### config.mk
export PLATFORM = sky130hd
export DESIGN_NAME = inst_loader
export DESIGN_NICKNAME = d
export VERILOG_FILES = /design/src/rtl/inst_loader.sv
export SDC_FILE = /design/constraint.sdc
export NUM_CORES = 1
export LEC_CHECK = 0
export ABC_CLOCK_PERIOD_IN_PS = 2200
export BUFFER_PORTS_ARGS = -buffer_cell sky130_fd_sc_hd__buf_2
export CAP_MARGIN = 20
export CELL_PAD_IN_SITES_DETAIL_PLACEMENT = 1
export CELL_PAD_IN_SITES_GLOBAL_PLACEMENT = 2
export CORE_MARGIN = 2
export CORE_UTILIZATION = 34
export CTS_BUF_LIST = sky130_fd_sc_hd__clkbuf_2 sky130_fd_sc_hd__clkbuf_4 sky130_fd_sc_hd__clkbuf_8
export DETAILED_ROUTE_END_ITERATION = 8
export GPL_ROUTABILITY_DRIVEN = 0
export PLACE_DENSITY = 0.73
export RECOVER_POWER = 100
export SYNTH_ARGS = -nofsm -noshare
export SYNTH_HDL_FRONTEND = slang
export SYNTH_SLANG_ARGS = --single-unit
export TNS_END_PERCENT = 1
### constraint.sdc
create_clock -name clock -period 2.2 [get_ports clock]
set_input_delay 0.22 -clock clock [delete_from_list [all_inputs] [get_ports clock]]
set_output_delay 0.22 -clock clock [all_outputs]
set_load 0.02 [all_outputs]
### src/rtl/inst_loader.sv
// Boot-time instruction loader: parses a framed byte stream (magic, 16-bit word count,
// payload, checksum) and writes packed 32-bit words into instruction memory.
module inst_loader #(
  parameter int unsigned ADDR_WIDTH = 10,
  parameter logic [7:0]  MAGIC      = 8'hA5
) (
  input  logic        clock,
  input  logic        reset,
  input  logic [7:0]  rx_data,
  input  logic        rx_valid,
  output logic        rx_ready,
  output logic        mem_we,
  output logic [31:0] mem_addr,
  output logic [31:0] mem_wdata,
  output logic        cpu_hold,
  output logic        done,
  output logic        error
);

  typedef enum logic [2:0] {
    StIdle, StLenHi, StLenLo, StData, StCsum, StDone, StErr
  } state_e;

  state_e                state_d, state_q;
  logic [15:0]           count_d, count_q;
  logic [ADDR_WIDTH:0]   idx_d, idx_q;
  logic [ADDR_WIDTH:0]   idx_inc;
  logic [1:0]            bcnt_d, bcnt_q;
  logic [23:0]           word_d, word_q;
  logic [7:0]            csum_d, csum_q;
  logic                  we_d, we_q;
  logic [ADDR_WIDTH-1:0] addr_d, addr_q;
  logic [31:0]           wdata_d, wdata_q;
  logic                  hold_d, hold_q;
  logic                  done_d, done_q;
  logic                  err_d, err_q;
  logic                  rdy_q;
  logic                  take;
  logic [15:0]           len_full;

  assign take     = rx_valid && rdy_q;
  assign len_full = {count_q[15:8], rx_data};
  assign idx_inc  = idx_q + 1'b1;

  // Parse the frame one consumed byte at a time; the write strobe defaults low.
  always_comb begin
    state_d = state_q;
    count_d = count_q;
    idx_d   = idx_q;
    bcnt_d  = bcnt_q;
    word_d  = word_q;
    csum_d  = csum_q;
    we_d    = 1'b0;
    addr_d  = addr_q;
    wdata_d = wdata_q;
    hold_d  = hold_q;
    done_d  = done_q;
    err_d   = err_q;
    if (take) begin
      unique case (state_q)
        StIdle, StDone, StErr: begin
          if (rx_data == MAGIC) begin
            state_d = StLenHi;
            done_d  = 1'b0;
            err_d   = 1'b0;
            csum_d  = 8'h00;
            idx_d   = '0;
            bcnt_d  = 2'd0;
            hold_d  = 1'b1;
          end
        end
        StLenHi: begin
          count_d[15:8] = rx_data;
          state_d       = StLenLo;
        end
        StLenLo: begin
          count_d[7:0] = rx_data;
          if (32'(len_full) > (32'd1 << ADDR_WIDTH)) begin
            state_d = StErr;
            err_d   = 1'b1;
            hold_d  = 1'b0;
          end else if (len_full == 16'd0) begin
            state_d = StCsum;
          end else begin
            state_d = StData;
          end
        end
        StData: begin
          csum_d = csum_q + rx_data;
          bcnt_d = bcnt_q + 2'd1;
          if (bcnt_q == 2'd3) begin
            we_d    = 1'b1;
            wdata_d = {word_q, rx_data};
            addr_d  = idx_q[ADDR_WIDTH-1:0];
            idx_d   = idx_inc;
            if (32'(idx_inc) == 32'(count_q)) state_d = StCsum;
          end else begin
            word_d = {word_q[15:0], rx_data};
          end
        end
        StCsum: begin
          hold_d = 1'b0;
          if (rx_data == csum_q) begin
            state_d = StDone;
            done_d  = 1'b1;
          end else begin
            state_d = StErr;
            err_d   = 1'b1;
          end
        end
        default: state_d = StIdle;
      endcase
    end
  end

  // State registers; reset drops any partial word and clears every output.
  always_ff @(posedge clock or negedge reset) begin
    if (!reset) begin
      state_q <= StIdle;
      count_q <= '0;
      idx_q   <= '0;
      bcnt_q  <= '0;
      word_q  <= '0;
      csum_q  <= '0;
      we_q    <= 1'b0;
      addr_q  <= '0;
      wdata_q <= '0;
      hold_q  <= 1'b0;
      done_q  <= 1'b0;
      err_q   <= 1'b0;
      rdy_q   <= 1'b0;
    end else begin
      state_q <= state_d;
      count_q <= count_d;
      idx_q   <= idx_d;
      bcnt_q  <= bcnt_d;
      word_q  <= word_d;
      csum_q  <= csum_d;
      we_q    <= we_d;
      addr_q  <= addr_d;
      wdata_q <= wdata_d;
      hold_q  <= hold_d;
      done_q  <= done_d;
      err_q   <= err_d;
      rdy_q   <= 1'b1;
    end
  end

  // Outputs come straight from registers; byte address is the word index shifted by two.
  always_comb begin
    rx_ready  = rdy_q;
    mem_we    = we_q;
    mem_addr  = {{(30 - ADDR_WIDTH){1'b0}}, addr_q, 2'b00};
    mem_wdata = wdata_q;
    cpu_hold  = hold_q;
    done      = done_q;
    error     = err_q;
  end

endmodule

### Word level (Yosys, flattened, before mapping)

Cells that the tools add are included.

| word-level totals | value |
|---|---|
| register bits after elaboration | 111 |
| latch bits | 0 |
| RAM bits | 0 |
| ROM bits | 0 |
| input bits | 11 |
| output and inout bits | 69 |
| logic and storage cells | 78 |
| memories | 0 |

| cells by class | value |
|---|---|
| $add $sub $neg | 3 |
| multipliers | 0 |
| div/mod/pow operators | 0 |
| magnitude comparators | 1 |
| eq/ne operators | 16 |
| shift-type cells | 0 |
| muxes and demuxes | 26 |
| bitwise gates (word level) | 1 |
| reduce and logical (&&, ||, !) cells | 17 |

Operators by type and width:

| operator | count |
|---|---|
| 2-to-1 mux 11 bit | 2 |
| case mux 11 bit (2 select lines) | 1 |
| equality test 11 x 16 -> 1 bit | 1 |
| greater-than comparator 16 x 11 -> 1 bit, second input constant | 1 |
| zero test 16 bit | 1 |
| case mux 8 bit (2 select lines) | 1 |
| AND reduction 4 bit | 4 |
| 2-to-1 mux 3 bit | 5 |
| case mux 3 bit (5 select lines) | 1 |
| != test 2 bit, second input constant | 6 |
| adder 11 x 1 -> 11 bit, second input constant | 1 |
| equality test 3 bit, second input constant | 3 |
| 2-to-1 mux 1 bit | 9 |
| AND reduction 3 bit | 3 |
| adder 8 bit | 1 |
| equality test 8 bit | 1 |
| equality test 8 bit, second input constant | 1 |
| 2-to-1 mux 8 bit | 1 |
| equality test 3 x 2 -> 1 bit, second input constant | 2 |
| case mux 1 bit (3 select lines) | 2 |
| AND reduction 5 bit | 1 |
| 2-to-1 mux 2 bit | 2 |
| case mux 2 bit (2 select lines) | 1 |
| AND reduction 2 bit | 2 |
| 10 further kinds | 11 |

### Logic depth before layout (Yosys ltp)

Gate-level depths: netlist (run 1).

| logic depth | value |
|---|---|
| word-level depth | 5 |
| depth in mapped cells | 9 |
| depth with buffers taken out | 8 |

### Worst setup path before layout (run 1)

OpenSTA, ideal clock, no wires.

| timing | value |
|---|---|
| kind | register to register |
| from | register idx_q[1] |
| to | register state_q[1] |
| setup time | 0.124 ns |
| arrival time | 2.035 ns |
| data required time | 2.076 ns |
| setup slack | 0.042 ns |
| stages on the path, launching flop included | 9 |
| buffers on the path | 1 |
| clock period less this slack | 2.158 ns |
| path through | dfrtp_1 ha_1 and3_1 buf_2 o2111ai_1 a2111oi_0 o311a_1 a31oi_1 o31a_1 |

| between the ends | value |
|---|---|
| cells in the longest elaborated chain, start to end | 4 |

RTL lines:

| element | RTL line | source |
|---|---|---|
| start: declaration | 26 | `logic [ADDR_WIDTH:0] idx_d, idx_q;` |
| start signal: assignment | 135 | `idx_q <= idx_d;` |
| adder 11 x 1 -> 11 bit | 43 | `assign idx_inc = idx_q + 1'b1;` |
| equality test 11 x 16 -> 1 bit | 96 | `if (32'(idx_inc) == 32'(count_q)) state_d = StCsum;` |
| != test 2 bit (no line) | n/a |  |
| AND reduction 4 bit (no line) | n/a |  |
| end signal: assignment | 119 | `state_q <= StIdle;` |
| end signal: assignment | 133 | `state_q <= state_d;` |
| end: declaration | 24 | `state_e state_d, state_q;` |

Every way passes these cells.
A chain may end at the register's enable or synchronous reset.

### Worst setup path in the final report (run 1)

| timing | value |
|---|---|
| from | register csum_q[1] |
| to | register csum_q[7] |

| between the ends | value |
|---|---|
| cells in the longest elaborated chain, start to end | 2 |

RTL lines:

| element | RTL line | source |
|---|---|---|
| start: declaration | 30 | `logic [7:0] csum_d, csum_q;` |
| start signal: assignment | 138 | `csum_q <= csum_d;` |
| adder 8 bit | 89 | `csum_d = csum_q + rx_data;` |
| case mux 8 bit (2 select lines) | 60 | `unique case (state_q)` |

Every way passes these cells.

==> results.md, run 1 <==
* Status: finished clean
* Die Ht at 129.5 um
* Crit-path max FO at 3
* Site Rows at 45
* DP HPWL at 9506 um
* Post-layout minimum cycle time at 2.094 ns
* Final WL at 13230 um
* Max-cap violations at 0
* Most crowded layer after global routing: met2
* Non-filler cells, final at 794
* CP Data Required Time at 2.49 ns
* Io pins at 80
* Netlist cell types at 60
* Most common cell after layout, fill and taps aside: dfrtp_1
* Crit Path Category: reg -> reg
* Worst setup EP type: flip-flop
* Sink Count at ~110
* Final worst-path cycle share at between 90% and 100%
* Dpl cells at approximately 780
* Reg2Reg Setup Slack at roughly 0.11 ns
* Clock Pin Slew Worst Setup and Hold Paths at between 0.1 and 0.15 ns
* Relative slew slack at 34.11%
* Fin. Hold Viols at 0
* CP Launch Point: csum_q[1]$_DFFE_PN0P_
* Htree depth at 3
* Critical path cell sequence: ha_1 > a21o_1 > a211oi_2 > o21ai_1 > and3_1 > or2_2 > o311ai_1
* Worst skew pair latency at 0.39 ns
* Nets at between 500 and 600
* Peak Freq at roughly 0.48 GHz
* Die area at approximately 0.017 mm^2
* Clock Path Buffers at 2
* Post-DR wirelength/cell at 16.66 um
* Most frequent cells in the layout: dfrtp_1, nand2_1, mux2_2
* Synth Register Bits at between 100 and 150
* Sequential area share after synthesis at between 50% and 60%
* R2r endpoint: csum_q[7]$_DFFE_PN0P_
* Congestion Overflow GR at 0
* Worst hold path type: in -> reg
* CP max stage delay at approximately 0.43 ns
* Slack of the critical path at about 0.11 ns
* Antenna-violating nets left at 0
* Vias at between 3000 and 4000
* Residual DRC at 0
* CORE AREA at between 0.015 and 0.02 mm^2
* Antenna Cells at 0
* Async SR Flop Fraction at 100.0%
* Met2 Use GR at between 20% and 30%
* Clk_skew at 0.01605 ns
* Reg2Reg Depth at 7
* GR Util met1 at 22.74%
* Number of flops mapped to enable cells by yosys at 0
* IO Port Bufs at 57
* Endpoints failing setup at 0
* Hold Path Cell Cnt at 2
* RSZ-0062 raised after global routing: true
* Pwr dens at between 1000 and 1500 mW/mm^2
* Startpoint Class: flip-flop
* Effective utilization at floorplan at between 30% and 40%
* Hold Startpoint: rx_data[0]
* First-pass GRT wire length at between 20000 and 25000 um
* Yosys warns at 0
* DR iter-0 viols at around 140
* Antenna violations before repair at 0
* Area grow syn2layout at 15.12%
* TritonCTS buffer count at 9
* Drt first pass iters at 4
* Largest net degree at the start of global routing at 38
* Pre-CTS setup slack at -0.1751 ns
* Root Buffer: clkbuf_8
* Worst VDD drop at between 0.4 and 0.5 mV
* Slowest cell on crit path: dfrtp_1
* Cell count after synthesis at 500
* Setup bufs post-CTS at 0
* CTS tree: done
* P_leak at 2.856 nW
* Final Max Slew Viols at 0
* Final core occ at 40.25%
* DR vias/cell at 4.994
* Synth Flop Type: dfrtp_1
* Die width at between 100 and 150 um
* Vias in the first global route at 4079
* WP data arrival at 2.38 ns
* Met3 Use GR at under 10%
* Slew @ Worst Pin at approximately 1 ns
* Syn Std Cell Area at roughly 0.0054 mm^2
* Tot GR Track Use at about 16%
* WHS Endpoint: mem_wdata[0]$_DFFE_PN0P_
* Critical R2R Launch: csum_q[1]$_DFFE_PN0P_
* Share of cells above drive strength 1 at 23.50%
* Syn_area_per_cell at about 11 um^2
==> where the power goes <==
group | internal, mW | leakage, nW | switching [mW]
combinational | 1.10 | 1.32 | 1.38
sequential | 2.74 | 1.42 | 0.520
clock | 0.586 | 0.112 | 0.768
==> Yosys cell counts, types with 2 or more instances <==
master	instances	area (um^2)
dfrtp_1	111	2778
nand2_1	97	364.1
mux2_2	59	664.4
o21ai_0	32	160.2
buf_4	25	187.7
nor2_1	16	60.06
a21oi_1	11	55.05
nor3_1	10	50.05
buf_2	9	45.04
ha_1	9	112.6
clkbuf_1	8	30.03
nand3_1	8	40.04
xnor2_1	8	70.07
xor2_1	8	70.07
o31ai_1	7	52.55
and3_1	5	31.28
nand4_1	5	31.28
a21o_1	4	30.03
a22o_1	4	35.03
nand2b_1	4	25.02
a31oi_1	3	18.77
inv_1	3	11.26
o211ai_1	3	22.52
or3_1	3	18.77
a31o_2	2	17.52
and2_1	2	12.51
and4_1	2	17.52
buf_1	2	7.510
clkbuf_4	2	15.01
conb_1	2	7.510
nor2b_1	2	12.51
nor4_1	2	12.51
o211a_1	2	20.02
o21ai_1	2	10.01
or4_1	2	15.01
or4_4	2	22.52
==> stage by stage <==
step / power [mW] / TNS, ns / hold WS, ns / area (um^2)
global placement: 5.734 / -0.08672 / 0.2351 / 6006
detailed placement: 5.841 / -0.3032 / 0.2337 / 6006
CTS: 7.236 / 0 / 0.1088 / 6242
finish: 7.104 / 0 / 0.1208 / 6163
global route: 7.603 / -0.07609 / 0.1167 / 6163
floorplan: 4.970 / 0 / -0.07559 / 5433
==> kinds of logic (layout without fill, tap and decap cells) <==
kind of cell / Yosys count / count (layout) / share of synthesized area, %
simple gates: 167 / 167 / 14.44
flops: 111 / 111 / 51.88
xor+xnor: 16 / 16 / 2.618
mux: 59 / 59 / 12.41
compound gates: 85 / 85 / 10.28
buf+inv: 50 / 112 / 5.749
fa+ha+maj: 10 / 10 / 2.477
other cells: 2 / 23 / 0.1403
==> area by class of cell <==
type / instances / area [um^2]
fillers: 1739 / 9151
well taps: 211 / 264.0
inverters: 3 / 11.26
repair buffers: 93 / 498.0
multi-input cells: 360 / 2389
flip-flops and latches: 111 / 2780
clock inverters: 6 / 83.83
clock buffers: 10 / 137.6
==> routing by layer <==
layer | share of wire (%) | vias to the layer above
met1 | 48 | 2028
met3 | 3.2 | 9
li1 | - | 1870
met5 | 0 | -
met2 | 48 | 58
met4 | 0.99 | 0
==> how the worst max path moves through the flow <==
| stage | to | cells after the start |
|---|---|---|
| after floorplan | state_q[1]$_DFFE_PN0P_ | 8 |
| after global placement | state_q[0]$_DFFE_PN0P_ | 7 |
| after detailed placement | csum_q[7]$_DFFE_PN0P_ | 9 |
| after CTS | state_q[1]$_DFFE_PN0P_ | 7 |
| after global routing | state_q[1]$_DFFE_PN0P_ | 7 |
| final | csum_q[7]$_DFFE_PN0P_ | 7 |
==> flip-flops by register name, indices dropped and copies added, names as in the netlist <==
| name | flops |
|---|---|
| word_q | 24 |
| bcnt_q | 2 |
| cpu_hold | 1 |
| done | 1 |
| mem_we | 1 |
| rx_ready | 1 |
| state_q | 3 |
| csum_q | 8 |
| addr_q | 10 |
| count_q | 16 |
| mem_wdata | 32 |
| idx_q | 11 |
| error | 1 |
==> worst max-delay path, delay by kind of cell, from the launching register on <==
family | cells | cell delay (ns)
flops | 1 | 0.43
fa+ha+maj | 1 | 0.31
compound gates | 4 | 0.77
simple gates | 2 | 0.48
==> repair_timing <==
| item | 4_1_cts | 5_1_grt |
|---|---|---|
| pin swaps | 0 | 4 |
| setup endpoints to repair | 1 | 7 |
| gates cloned | 0 | 0 |
| hold buffers | 1 | 0 |
| gates resized for setup | 2 | 11 |
| endpoints found under the hold margin | 34 | 0 |
No activity file was read; power rests on OpenSTA's default activity.
==> run 2, diff against run 1 <==
Settings changed: ABC_CLOCK_PERIOD_IN_PS 2200 to 2000, CORE_UTILIZATION 34 to 38, CTS_CLUSTER_SIZE set to 10, PLACE_DENSITY 0.73 to 0.78.
Clock period 2.2 ns to 2 ns, I/O delays scaled along.
==> run 2 against run 1 <==
  * The flow now finishes with violations (setup timing)
  * Largest cell class unchanged
  * Critical path type unchanged
  * Register-to-register slack got worse by 0.19 ns
  * Highest routed layer unchanged
  * Final area increased by 3.6%
  * Fmax increased by 0.56%
  * Wire length increased by 0.76%
  * First-iteration DRC count increased by 47%
  * Hold slack got worse by 0.0010 ns
==> results.md, run 2 (synthesized netlist as in run 1, its figures left out) <==
* Io pins at 80 (unchanged)
* Startpoint Class: flip-flop
* P_leak at 2.985 nW (+4.5%)
* Area grow syn2layout at 19.28%
* Hold_ws at 0.1198 ns (-0.001002 ns)
* Pwr dens at 1248 mW/mm^2 (+8.3%)
* Slowest cell on crit path: dfrtp_2
* Largest net degree at the start of global routing at 43 (+13%)
* Final Max Slew Viols at 0 (unchanged)
* Sw frac at 37.35% (-0.27 points)
* Die width at 122.7 um (-5.2%)
* Worst setup EP type: flip-flop
* Failing checks: setup timing
* Sw power at 2.976 mW (+11%)
* Max-cap violations at 0 (unchanged)
* Nets at 626 (+4.5%)
* Post-DR wirelength/cell at 16.87 um (+1.3%)
* Clk_skew at 0.01333 ns (-0.002718 ns)
* Slew @ Worst Pin at 1.113 ns (+0.1244 ns)
* Post-layout minimum cycle time at 2.083 ns (-0.01158 ns)
* Setup TNS at -0.1420 ns (-0.1420 ns)
* CORE AREA at 0.01383 mm^2 (-9.7%)
* Crit-path leading delay family: compound AO/OA/AOI/OAI gates
* Dpl cells at 770 (-0.90%)
* Tot Pwr at 7.968 mW (+12%)
* Endpoints failing setup at 3 (+3)
* Vias in the first global route at 4331 (+6.2%)
* Htree depth at 3 (unchanged)
* Clk network pwr share at 18.1% (-1.0 points)
* First-pass GRT wire length at 22200 um (+3.1%)
* CP Data Required Time at 2.27 ns (-0.22 ns)
* Drt first pass iters at 4 (unchanged)
* Final worst-path cycle share at 104.1% (+8.9 points)
* Most crowded layer after global routing: met2
* Congestion Overflow GR at 0 (unchanged)
* Non-filler cells, final at 790 (-0.50%)
* DP HPWL at 9769 um (+2.8%)
* Worst skew pair latency at 0.39 ns (about the same)
* Critical path cell sequence: ha_4 > and3_4 > o2111ai_2 > a2111oi_2 > o311a_1 > a31oi_4 > o31a_1
* Logic pwr share at 37.0% (+2.0 points)
* Vias at 4080 (+2.9%)
* DR vias/cell at 5.165 (+3.4%)
* Relative slew slack at 25.81% (-8.3 points)
* Die area at 0.01505 mm^2 (-10%)
* Tot GR Track Use at 19.09% (+2.6 points)
* Final core occ at 46.19% (+5.9 points)
* Site Rows at 43 (-4.4%)
* WP data arrival at 2.36 ns (-0.02 ns)
* CTS tree: done
* CP Buf/Inv Count at 0 (unchanged)
* Root Buffer: clkbuf_8
* Die Ht at 122.7 um (-5.2%)
* Sequential power share at 45.0% (-0.9 points)
* Worst hold path type: in -> reg
* Int Power at 4.992 mW (+13%)
* Final WL at 13330 um (+0.76%)
* Residual DRC at 0 (unchanged)
* Crit Path Category: reg -> reg
* Slack of the critical path at -0.08277 ns (-0.1884 ns)
* Sink Count at 111 (unchanged)
* IO Port Bufs at 57 (unchanged)
* Effective utilization at floorplan at 38.72% (+3.8 points)
* Peak Freq at 0.4801 GHz (+0.56%)
* DR iter-0 viols at 199 (+47%)
* Crit-path max FO at 4 (+1)
* Fin. Hold Viols at 0 (unchanged)
* Met3 Use GR at 3.160% (-0.56 points)
* RSZ-0062 raised after global routing: true
* CP max stage delay at 0.43 ns (about the same)
* Antenna Cells at 0 (unchanged)
* Clock Path Buffers at 2 (unchanged)
* Antenna violations before repair at 0 (unchanged)
* Most frequent cells in the layout: dfrtp_1, nand2_1, mux2_2
* Most common cell after layout, fill and taps aside: dfrtp_1
* Clock Pin Slew Worst Setup and Hold Paths at 0.11 ns (about the same)
* GR Util met1 at 25.71% (+3.0 points)
* Worst VDD drop at 0.4539 mV (+8.8%)
* Status: finished with violations
* Fill cell total of the finished layout at 1559 (-10%)
* Share of cells above drive strength 1 at 27.70% (+4.2 points)
* TritonCTS buffer count at 9 (unchanged)
* Met2 Use GR at 31.46% (+4.9 points)
* Largest register FFs at 32 (unchanged)
* Antenna-violating nets left at 0 (unchanged)
[run 2: changes by cell type in the layout (fill, tap and decap cells not counted), moves of 2 or more]
| cell | before | now |
|---|---|---|
| clkbuf_1 | 49 | 51 |
| buf_2 | 11 | 13 |
| buf_4 | 26 | 44 |
| buf_6 | 1 | 3 |
| clkbuf_4 | 1 | 3 |
| buf_12 | 1 | 3 |
| ha_1 | 9 | 7 |
[run 2: power by group through the flow]
stage	Combinational (mW)	Sequential (mW)	Clock, mW
3_5_place_dp	2.99	3.62	0
5_1_grt	3.27	3.70	1.56
4_1_cts	3.09	3.58	1.49
3_3_place_gp	2.86	3.57	0
6_report	2.95	3.58	1.44
2_1_floorplan	1.72	3.77	0
[run 2: final cells by class]
type | instances | area (um^2) | area share, %
multi-input combinational | 360 | 2439 | 38.19
clock inverter | 6 | 77.57 | 1.215
inverter | 3 | 11.26 | 0.1763
tap | 180 | 225.2 | 3.527
clock buffer | 10 | 131.4 | 2.057
timing repair buffer | 120 | 720.7 | 11.29
sequential | 111 | 2781 | 43.55
[run 2: metal layers]
metal  wire length (um)  vias up
met5                  0        -
met4                187        0
met3                398       16
met2               6570       68
met1               6173     2086
li1                   -     1910
[run 2: repair_timing]
| action | CTS | global route |
|---|---|---|
| setup endpoints to repair | 5 | 59 |
| gates resized for setup | 15 | 10 |
| hold endpoints to repair | 18 | 0 |
| hold buffers | 1 | 0 |
| setup buffers | 2 | 1 |
| pin swaps | 9 | 4 |
[run 2: path summary, 6_finish.rpt]
kind / start / to / slack (ns) / depth (start not counted)
max in group asynchronous: reset / idx_q[3]$_DFFE_PN0P_ / 0.19 / 3
worst min register to register: word_q[19]$_DFFE_PN0P_ / mem_wdata[27]$_DFFE_PN0P_ / 0.49 / 2
worst min-delay path: rx_data[1] / mem_wdata[1]$_DFFE_PN0P_ / 0.12 / 2
worst max register to register: idx_q[1]$_DFFE_PN0P_ / state_q[1]$_DFFE_PN0P_ / -0.08 / 7
min in group asynchronous: reset / done$_DFFE_PN0P_ / 0.54 / 2
worst max-delay path: idx_q[1]$_DFFE_PN0P_ / state_q[1]$_DFFE_PN0P_ / -0.08 / 7
[run 2: through the flow]
step	cell area, um^2	setup WS [ns]
final	6386	-0.08277
after global routing	6386	-0.1602
after CTS	6486	-0.04542
after detailed placement	6191	-0.1923
after global placement	6191	-0.1682
after floorplan	5451	-0.02349
[run 2: worst register-to-register path, cell delays in order (launching register included)]
cell and delay [ns]:
dfrtp_2 0.43, ha_4 0.16, and3_4 0.21, o2111ai_2 0.10, a2111oi_2 0.37, o311a_1 0.30, a31oi_4 0.12, o31a_1 0.29
==> run 3, diff against run 2 <==
Settings changed: MAX_ROUTING_LAYER set to met4.
==> run 3 against run 2 <==
  * Count of clock-buffer cells in the layout stayed put
  * Utilization stayed put
  * Hold slack hardly changed
  * Critical endpoint unchanged
  * The run still ends with setup timing left
  * Via count hardly changed
  * Global-route usage is 0.53 points higher
==> results.md, run 3 (synthesized netlist as in run 1, its figures left out) <==
* CP Buf/Inv Count at 0 (unchanged)
* Die Ht at 122.7 um (unchanged)
* WP data arrival at 2.36 ns (about the same)
* Sw power at 2.970 mW (-0.20%)
* Residual DRC at 0 (unchanged)
* Area grow syn2layout at 19.28% (unchanged)
* RSZ-0062 raised after global routing: true
* Largest register FFs at 32 (unchanged)
* Final instance area at 0.006386 mm^2 (unchanged)
* Congestion Overflow GR at 0 (unchanged)
* Failing checks: setup timing
* Nets at 626 (unchanged)
* Die area at 0.01505 mm^2 (unchanged)
* Crit-path leading delay family: compound AO/OA/AOI/OAI gates
* TritonCTS buffer count at 9 (unchanged)
* CORE AREA at 0.01383 mm^2 (unchanged)
* Vias in the first global route at 4339 (+0.18%)
* Clock Path Buffers at 2 (unchanged)
* Post-DR wirelength/cell at 16.82 um (-0.32%)
* Most frequent cells in the layout: dfrtp_1, nand2_1, mux2_2
* DR iter-0 viols at 170 (-15%)
* Root Buffer: clkbuf_8
* Site Rows at 43 (unchanged)
* DR vias/cell at 5.162 (about the same)
* Endpoints failing setup at 3 (unchanged)
* Relative slew slack at 25.42% (-0.39 points)
* Met1 wire length at 6143 um (-0.49%)
* Drt first pass iters at 5 (+1)
* Sink Count at 111 (unchanged)
* Status: finished with violations
* Final Max Slew Viols at 0 (unchanged)
* CTS tree: done
* CP Data Required Time at 2.27 ns (about the same)
* Sw frac at 37.30% (-0.047 points)
* Pwr dens at 1247 mW/mm^2 (about the same)
* Seq. cell area at 0.002781 mm^2 (unchanged)
* Placement-stage cell area at 0.006191 mm^2 (unchanged)
* Die width at 122.7 um (unchanged)
* Slowest cell on crit path: dfrtp_2
* Worst VDD drop at 0.4531 mV (-0.17%)
* IO Port Bufs at 57 (unchanged)
* Startpoint Class: flip-flop
* Most common cell after layout, fill and taps aside: dfrtp_1
* First-pass GRT wire length at 22200 um (about the same)
* Share of cells above drive strength 1 at 27.70% (unchanged)
* DP HPWL at 9769 um (unchanged)
* Met2 WL at 6542 um (-0.43%)
* CP max stage delay at 0.43 ns (about the same)
* Post-layout minimum cycle time at 2.084 ns (+0.0009747 ns)
* P_leak at 2.985 nW (unchanged)
* Htree depth at 3 (unchanged)
* Worst skew pair latency at 0.38 ns (about the same)
* Worst hold path type: in -> reg
* Slew @ Worst Pin at 1.119 ns (+0.005845 ns)
* Logic pwr share at 37.0% (about the same)
* Tot Pwr at 7.962 mW (about the same)
* Fin. Hold Viols at 0 (unchanged)
* Sequential power share at 45.0% (about the same)
* Crit-path max FO at 4 (unchanged)
* Tot GR Track Use at 19.62% (+0.53 points)
* Io pins at 80 (unchanged)
* Peak Freq at 0.4799 GHz (about the same)
* Fill cell total of the finished layout at 1559 (unchanged)
* Antenna violations before repair at 0 (unchanged)
* Clk_skew at 0.01221 ns (-0.001125 ns)
* Clock Pin Slew Worst Setup and Hold Paths at 0.11 ns (about the same)
* Max-cap violations at 0 (unchanged)
* Crit Path Category: reg -> reg
* Clk network pwr share at 18.0% (about the same)
* Final WL at 13290 um (-0.32%)
* Antenna Cells at 0 (unchanged)
* Multi-input combinational cell area at 0.002439 mm^2 (unchanged)
* Worst setup EP type: flip-flop
* Top layer in use: met4
* Final worst-path cycle share at 104.2% (about the same)
* Effective utilization at floorplan at 38.72% (unchanged)
* Slack of the critical path at -0.08375 ns (-0.0009747 ns)
* Setup TNS at -0.1440 ns (-0.001933 ns)
* Largest net degree at the start of global routing at 43 (unchanged)
* Critical path cell sequence: ha_4 > and3_4 > o2111ai_2 > a2111oi_2 > o311a_1 > a31oi_4 > o31a_1
* Antenna-violating nets left at 0 (unchanged)
* Int Power at 4.992 mW (about the same)
* Vias at 4078 (-0.049%)
* Met3 wire length at 367 um (-7.8%)
-- run 3: power by group through the flow --
stage | Sequential, mW | Combinational, mW | Clock, mW
2_1_floorplan | 3.77 | 1.72 | 0
3_3_place_gp | 3.57 | 2.86 | 0
3_5_place_dp | 3.62 | 2.99 | 0
4_1_cts | 3.58 | 3.09 | 1.49
5_1_grt | 3.70 | 3.27 | 1.56
6_report | 3.58 | 2.95 | 1.44
-- run 3: stage by stage --
step	utilization, %	setup WS [ns]	cells	hold WS (ns)
after floorplan	-	-0.02349	521	-0.09559
after global placement	44.77	-0.1682	770	0.1034
after detailed placement	44.77	-0.1923	770	0.1095
after CTS	46.91	-0.04542	789	0.08930
after global routing	46.19	-0.1601	790	0.1150
final	46.19	-0.08375	790	0.1197
-- run 3: routing by layer --
metal	vias to the layer above	global-route usage, %
li1	1914	-
met1	2078	25.59
met2	69	31.49
met3	17	2.463
met4	0	7.040
met5	-	-
-- run 3: timing repair --
item | CTS | global route
hold buffers | 1 | 0
pin swaps | 9 | 4
resized for setup | 15 | 10
endpoints found under the hold margin | 18 | 0
setup endpoints to repair | 5 | 59
buffers inserted | 2 | 1
-- run 3: area by class of cell --
cell class / count / area share (%)
repair buffers: 120 / 11.29
clock buffers: 10 / 2.057
clock inverters: 6 / 1.215
flip-flops and latches: 111 / 43.55
well taps: 180 / 3.527
multi-input cells: 360 / 38.19
inverters: 3 / 0.1763
-- run 3: final timing paths --
path	startpoint	endpoint	slack [ns]	cells past startpoint
worst max-delay path	idx_q[1]$_DFFE_PN0P_	state_q[1]$_DFFE_PN0P_	-0.08	7
worst min-delay path	rx_data[1]	mem_wdata[1]$_DFFE_PN0P_	0.12	2
worst max register to register	idx_q[1]$_DFFE_PN0P_	state_q[1]$_DFFE_PN0P_	-0.08	7
worst min register to register	mem_wdata[29]$_DFFE_PN0P_	mem_wdata[29]$_DFFE_PN0P_	0.49	2
max in group asynchronous	reset	idx_q[3]$_DFFE_PN0P_	0.19	3
min in group asynchronous	reset	done$_DFFE_PN0P_	0.55	2
